<file path="src/rtl/edit_field_sequencer_if.sv">
// Front-panel bundle between the button conditioner and the edit sequencer.
// The panel side drives button levels; the sequencer returns field select and steps.
interface edit_field_sequencer_if;
    logic       btn_prog;
    logic       btn_left;
    logic       btn_right;
    logic       btn_up;
    logic       btn_down;
    logic [1:0] group_sel;
    logic [3:0] en_count;
    logic       enUP;
    logic       enDOWN;
    logic       edit_active;

    modport master (
        output btn_prog, btn_left, btn_right, btn_up, btn_down, group_sel,
        input  en_count, enUP, enDOWN, edit_active
    );

    modport slave (
        input  btn_prog, btn_left, btn_right, btn_up, btn_down, group_sel,
        output en_count, enUP, enDOWN, edit_active
    );
endinterface

</file>
<file path="src/rtl/edit_field_sequencer.sv">
// Edit-mode controller: field select plus up/down step pulses with
// hold-to-repeat and an inactivity timeout, all in the system clock domain.
module edit_field_sequencer #(
    parameter int unsigned HOLD_CYCLES    = 50_000_000,
    parameter int unsigned REPEAT_CYCLES  = 26_000_000,
    parameter int unsigned TIMEOUT_CYCLES = 1_000_000_000
) (
    input logic                   clk,
    input logic                   reset,
    edit_field_sequencer_if.slave bus
);
    localparam logic [31:0] HOLD_M1 = 32'(HOLD_CYCLES - 1);
    localparam logic [31:0] REP_M1  = 32'(REPEAT_CYCLES - 1);
    localparam logic [31:0] TO_M1   = 32'(TIMEOUT_CYCLES - 1);

    typedef enum logic {IDLE, EDIT} state_e;

    state_e      state_q, state_d;
    logic [1:0]  group_q, group_d;
    logic [1:0]  fidx_q, fidx_d;
    logic [31:0] hold_q, hold_d;
    logic [31:0] to_q, to_d;
    logic        armed_q, armed_d;
    logic        first_q, first_d;
    logic        supp_q, supp_d;
    logic [4:0]  prev_q;
    logic [4:0]  btn;
    logic [4:0]  rise;
    logic [31:0] rep_lim;
    logic        up_d, dn_d;
    logic [3:0]  cnt_q, cnt_d;
    logic        up_q, dn_q, act_q;

    // bit order: prog, left, right, up, down
    assign btn  = {bus.btn_prog, bus.btn_left, bus.btn_right,
                   bus.btn_up, bus.btn_down};
    assign rise = btn & ~prev_q;

    function automatic logic [3:0] code(input logic [1:0] g,
                                        input logic [1:0] f);
        unique case (g)
            2'd0:    code = 4'd1 + {2'b00, f};
            2'd1:    code = 4'd4 + {2'b00, f};
            default: code = 4'd8 + {2'b00, f};
        endcase
    endfunction

    always_comb begin
        state_d = state_q;
        group_d = group_q;
        fidx_d  = fidx_q;
        hold_d  = hold_q;
        to_d    = to_q;
        armed_d = armed_q;
        first_d = first_q;
        supp_d  = supp_q;
        up_d    = 1'b0;
        dn_d    = 1'b0;
        rep_lim = first_q ? HOLD_M1 : REP_M1;
        unique case (state_q)
            IDLE: begin
                to_d    = '0;
                hold_d  = '0;
                armed_d = 1'b0;
                supp_d  = 1'b0;
                if (rise[4] && bus.group_sel != 2'd3) begin
                    state_d = EDIT;
                    group_d = bus.group_sel;
                    fidx_d  = 2'd0;
                end
            end
            EDIT: begin
                if (rise[4] || to_q == TO_M1) begin
                    state_d = IDLE;
                    to_d    = '0;
                    hold_d  = '0;
                    armed_d = 1'b0;
                    supp_d  = 1'b0;
                end else begin
                    if (rise[2] ^ rise[3]) begin
                        if (rise[2])
                            fidx_d = (fidx_q == 2'd2) ? 2'd0 : fidx_q + 2'd1;
                        else
                            fidx_d = (fidx_q == 2'd0) ? 2'd2 : fidx_q - 2'd1;
                        armed_d = 1'b0;
                        hold_d  = '0;
                        supp_d  = 1'b1;
                    end else if (supp_q) begin
                        if (!btn[1] && !btn[0])
                            supp_d = 1'b0;
                    end else if (btn[1] && btn[0]) begin
                        armed_d = 1'b0;
                        hold_d  = '0;
                    end else if (rise[1] || rise[0]) begin
                        up_d    = rise[1];
                        dn_d    = rise[0];
                        armed_d = 1'b1;
                        first_d = 1'b1;
                        hold_d  = '0;
                    end else if (armed_q && (btn[1] || btn[0])) begin
                        if (hold_q == rep_lim) begin
                            up_d    = btn[1];
                            dn_d    = btn[0];
                            hold_d  = '0;
                            first_d = 1'b0;
                        end else begin
                            hold_d = hold_q + 32'd1;
                        end
                    end else begin
                        armed_d = 1'b0;
                        hold_d  = '0;
                    end
                    to_d = (|rise[3:0] || up_d || dn_d) ? '0 : to_q + 32'd1;
                end
            end
            default: state_d = IDLE;
        endcase
        cnt_d = (state_d == EDIT) ? code(group_d, fidx_d) : 4'd0;
    end

    always_ff @(posedge clk) begin
        if (reset) begin
            state_q <= IDLE;
            group_q <= 2'd0;
            fidx_q  <= 2'd0;
            hold_q  <= '0;
            to_q    <= '0;
            armed_q <= 1'b0;
            first_q <= 1'b0;
            supp_q  <= 1'b0;
            prev_q  <= '1;
            cnt_q   <= 4'd0;
            up_q    <= 1'b0;
            dn_q    <= 1'b0;
            act_q   <= 1'b0;
        end else begin
            state_q <= state_d;
            group_q <= group_d;
            fidx_q  <= fidx_d;
            hold_q  <= hold_d;
            to_q    <= to_d;
            armed_q <= armed_d;
            first_q <= first_d;
            supp_q  <= supp_d;
            prev_q  <= btn;
            cnt_q   <= cnt_d;
            up_q    <= up_d;
            dn_q    <= dn_d;
            act_q   <= (state_d == EDIT);
        end
    end

    assign bus.en_count    = cnt_q;
    assign bus.enUP        = up_q;
    assign bus.enDOWN      = dn_q;
    assign bus.edit_active = act_q;
endmodule

</file>
<file path="src/flat_wrapper.sv">
// flat-port wrapper written by rule: the top's interface ports become plain ports
module edit_field_sequencer_flat 
#(
    parameter int unsigned HOLD_CYCLES    = 50_000_000,
    parameter int unsigned REPEAT_CYCLES  = 26_000_000,
    parameter int unsigned TIMEOUT_CYCLES = 1_000_000_000
)
  (clk, reset, bus_btn_prog, bus_btn_left, bus_btn_right, bus_btn_up, bus_btn_down, bus_group_sel, bus_en_count, bus_enUP, bus_enDOWN, bus_edit_active);
  edit_field_sequencer_if bus_i ();
  input logic clk;
  input logic reset;
  input wire logic [$bits(bus_i.btn_prog)-1:0] bus_btn_prog;
  input wire logic [$bits(bus_i.btn_left)-1:0] bus_btn_left;
  input wire logic [$bits(bus_i.btn_right)-1:0] bus_btn_right;
  input wire logic [$bits(bus_i.btn_up)-1:0] bus_btn_up;
  input wire logic [$bits(bus_i.btn_down)-1:0] bus_btn_down;
  input wire logic [$bits(bus_i.group_sel)-1:0] bus_group_sel;
  output wire logic [$bits(bus_i.en_count)-1:0] bus_en_count;
  output wire logic [$bits(bus_i.enUP)-1:0] bus_enUP;
  output wire logic [$bits(bus_i.enDOWN)-1:0] bus_enDOWN;
  output wire logic [$bits(bus_i.edit_active)-1:0] bus_edit_active;
  assign bus_i.btn_prog = bus_btn_prog;
  assign bus_i.btn_left = bus_btn_left;
  assign bus_i.btn_right = bus_btn_right;
  assign bus_i.btn_up = bus_btn_up;
  assign bus_i.btn_down = bus_btn_down;
  assign bus_i.group_sel = bus_group_sel;
  assign bus_en_count = bus_i.en_count;
  assign bus_enUP = bus_i.enUP;
  assign bus_enDOWN = bus_i.enDOWN;
  assign bus_edit_active = bus_i.edit_active;
  edit_field_sequencer #(.HOLD_CYCLES(HOLD_CYCLES), .REPEAT_CYCLES(REPEAT_CYCLES), .TIMEOUT_CYCLES(TIMEOUT_CYCLES)) u_core (.clk(clk), .reset(reset), .bus(bus_i));
endmodule
</file>
<file path="config.mk">
export PLATFORM = sky130hd
export DESIGN_NAME = edit_field_sequencer_flat
export DESIGN_NICKNAME = d
export VERILOG_FILES = /design/src/rtl/edit_field_sequencer_if.sv /design/src/rtl/edit_field_sequencer.sv /design/src/flat_wrapper.sv
export SDC_FILE = /design/constraint.sdc
export NUM_CORES = 1
export LEC_CHECK = 0
export BUFFER_PORTS_ARGS = -buffer_cell sky130_fd_sc_hd__buf_2
export CAP_MARGIN = 20
export CORE_ASPECT_RATIO = 1.4
export CORE_MARGIN = 2
export CORE_UTILIZATION = 45
export CTS_CLUSTER_SIZE = 10
export DETAILED_ROUTE_END_ITERATION = 7
export HOLD_SLACK_MARGIN = 0.08
export MAX_ROUTING_LAYER = met4
export PLACE_DENSITY = 0.71
export SLEW_MARGIN = 20
export SYNTH_ARGS = -nofsm -noshare
export SYNTH_HDL_FRONTEND = slang
export SYNTH_SLANG_ARGS = --single-unit
</file>
<file path="constraint.sdc">
create_clock -name clk -period 2.2 [get_ports clk]
set_input_delay 0.11 -clock clk [delete_from_list [all_inputs] [get_ports clk]]
set_output_delay 0.11 -clock clk [all_outputs]
set_load 0.02 [all_outputs]
</file>
==> results by group <==
Run status
  – Outcome: completed

Worst setup path
  – Crit. End Element: flop
  – Setup CP Type: flop to flop
  – Reg-to-Reg Start: u_core.to_q[1]
  – CP Cell Sequence: ha_2 > and4_4 > nand2_2 > buf_4 > nor3_4 > buf_6 > buf_4 > o311ai_4 > nand2_4 > ha_4 > nor2_4 > a211oi_2
  – Max stage delay cell, worst path: o311ai_4
  – Worst Reg-to-Reg Cells: 12
  – Largest fanout on the critical path: 4
  – Reg2reg setup slack: roughly 0.037 ns
  – Crit-path most repeated cell: buf_4
  – Worst r2r dst: u_core.bus.en_count[1]
  – CP peak stage delay: between 0.3 and 0.4 ns
  – Type of origin of the critical path: flop
  – Worst Path Required: about 2.5 ns
  – CP Data Arrival Time: ~2.4 ns

Clock tree
  – CTS root buf: clkbuf_16
  – Num Clock Sinks: 83
  – TritonCTS Buffers: 9
  – Worst-Skew Late Latency: approximately 0.34 ns
  – Worst-path clk slew: 0.06 ns
  – H-tree Lvls: 3
  – Clock buffer depth: 2
  – CTS tree: built

Final layout
  – Layout fillers: about 740
  – Diode count: 0
  – Layout cells sized above 1: approximately 25%
  – Post-Layout Cell Count: 650
  – Area growth, synth to finish: 27.09%
  – NumNets Final: roughly 560

Power
  – Power per cell area: about 600 nW/um^2
  – Peak VDD IR: roughly 730 uV
  – LEAKAGE: between 1.5 and 2 nW

Logic synthesis
  – Register area share after synthesis: around two fifths
  – Share of the synthesized area in the top cell type: about 40%
  – Flops & latches, synth: slightly above 80
  – Synthesized Nets: 485
  – XOR/XNOR Fraction of Synth Area: between 10% and 20%
  – Synth Warn #: 0
  – Post-synth EDFFs: 0
  – Most common library cells after synthesis: dfxtp_1 (83), nor2_1 (73), nand2_1 (34)
  – Synth Area in Adders: 2.173%
  – Area leader, netlist: dfxtp_1
  – Combinational family with the most area after synthesis: simple AND/OR/NAND/NOR gates
  – Syn Inst Count: between 400 and 500
  – Complex-gate fraction of the synthesized area: roughly an eighth
  – Post-synthesis cell area: between 4000 and 5000 um^2
  – Most numerous cell in the Yosys netlist: dfxtp_1
  – Yosys cell types: 59
  – Top_reg_cell synth: dfxtp_1
  – Post-Synth Simple-Gate Area: just under 30%
  – Mux contribution to synthesized area: less than 1%
  – Largest cells by area after synthesis: dfxtp_1 (41%), nor2_1 (6.8%), xor2_1 (6.5%)
  – Syn avg cell area: 8.596 um^2
  – Ys async rst share: 0%

Die
  – Starting density of the core: 46.56%
  – Die X: around 84 um
  – Die height: between 100 and 150 um
  – Core box area: 8658 um^2
  – # IOs: 16
  – Cell Rows: 40
  – DIE AREA: slightly below 10,000 um^2

STA
  – Rel. slew slack: 68.69%
  – Tmin final: approximately 2.2 ns
  – Total negative slack: 0 ns
  – Measured slew at the worst slew-check pin: approximately 0.47 ns
  – RSZ-0062 raised after global routing: true
  – Final Hold Fails: 0
  – Setup ws final: 0.03728 ns
  – Clock skew: about 0.0093 ns
  – Max Transition Viols Final: 0
  – Final setup fails: 0
  – Crit share post-route: 98.31%
  – Fmax: 0.4624 GHz

Min path
  – Beginning of the worst hold path: reset
  – Hold Path Cell Cnt: 2
  – Hold Path Class: input port to flop
  – Worst Hold End: u_core.group_q[1]

Placed design
  – IO buf count: 15
  – GP Congestion: 0.8963
  – DP Worst Slack: -0.01997 ns
  – Post-DP HPWL: 6.185 mm
  – Cells after DPL: slightly above 600

Routing
  – Final ANT Viol Nets: 0
  – DR vias/cell: between 5 and 6
  – DR pass1 iterations: 4
  – Post-DR wirelength/cell: around 14 um
  – Routed WL: a little under 9 mm
  – Vias: about 3,500
  – Residual DRC: 0
  – Drt initial violations: roughly 240

Global route
  – Antenna violations before repair: 0
  – Overall routing resource usage: 19.37%
  – Vias in the first global route: about 3,500
  – Overflow after GRT: 0
  – First-pass GRT wire length: around 15 mm
  – Largest net degree at the start of global routing: 33

Flow run
  – Max-cap violation count: 0
[metal layers]
metal	track usage [%]	part of all wire [%]	vias up
met5	-	0	-
met4	6.667	1.9	0
met3	3.917	3.7	16
met2	34.99	52	63
met1	21.24	42	1651
li1	-	-	1790
[critical path, delay by kind of cell, from the launching register on]
kind            cells  cell delay, ns
simple gates        5            0.40
fa+ha+maj           2            0.46
buf+inv             3            0.38
flops               1            0.32
compound gates      2            0.54
[cell type report]
type,count,area (um^2),share of cell area (%)
multi-input combinational,356,2382,46.50
timing repair buffer,75,590.6,11.53
sequential,83,1669,32.58
tap,105,131.4,2.564
clock inverter,4,32.53,0.6349
clock buffer,12,256.5,5.006
inverter,15,61.31,1.197
[kinds of logic (layout without fill, tap and decap cells)]
group / after synthesis / after routing
buffers and inverters: 30 / 106
adder cells (fa/ha/maj): 7 / 7
AO/OA/AOI/OAI: 74 / 74
flip-flops: 83 / 83
AND/OR/NAND/NOR: 226 / 226
multiplexers: 2 / 2
XOR/XNOR: 47 / 47
[repair_timing]
item,CTS,global route
pin swaps,2,20
hold endpoints to repair,5,0
gates resized for setup,1,40
gates cloned,0,0
buffers inserted,1,8
hold buffers,5,0
endpoints found under the setup margin,2,35
[cells in the final DEF (no fill, tap or decap), types with 7 or more instances in the layout]
cell type	synthesis	routed
dfxtp_1	83	77
nor3_1	8	7
or3_1	13	11
o21ai_0	20	20
nor2_1	73	72
xnor2_1	17	17
inv_1	15	13
and2_1	8	8
or2_2	7	7
nand4_1	12	12
a21oi_1	20	18
buf_2	1	15
nand2_1	34	33
nor2b_1	10	10
clkbuf_16	0	9
xor2_1	30	30
nand3_1	20	18
buf_4	8	49
and3_1	10	10
[worst max path at each step]
stage	depth (start not counted)	to	slack, ns	startpoint
final	12	u_core.bus.en_count[1]	0.04	u_core.to_q[1]
after global routing	9	u_core.hold_q[28]	-0.09	u_core.to_q[21]
after CTS	10	u_core.hold_q[30]	0.01	u_core.to_q[1]
after detailed placement	9	u_core.bus.en_count[1]	-0.02	u_core.to_q[22]
after global placement	9	u_core.bus.en_count[1]	-0.007	u_core.to_q[22]
after floorplan	10	u_core.bus.en_count[1]	0.004	u_core.to_q[0]
[registers in the layout (all words and copies together), names as in the netlist, 2 cells and up]
signal	cells
u_core.to_q	32
u_core.fidx_q	2
u_core.group_q	2
u_core.bus.en_count	4
u_core.prev_q	5
u_core.hold_q	32
[metrics by stage]
step / util (%) / power (mW) / cell area (um^2) / hold slack, ns
floorplan: - / 1.603 / 4039 / 0.2138
global placement: 52.36 / 1.629 / 4533 / 0.3095
detailed placement: 52.36 / 1.631 / 4533 / 0.3141
CTS: 56.42 / 3.075 / 4885 / 0.1081
global route: 59.18 / 3.164 / 5124 / 0.1276
finish: 59.18 / 3.062 / 5124 / 0.1140
[power breakdown]
group	switching [mW]	total, mW	leakage [nW]	internal [mW]
Clock	0.607	1.44	0.135	0.833
Combinational	0.0607	0.105	1.04	0.0444
Sequential	0.00512	1.52	0.673	1.51
No activity file was read; power rests on OpenSTA's default activity.
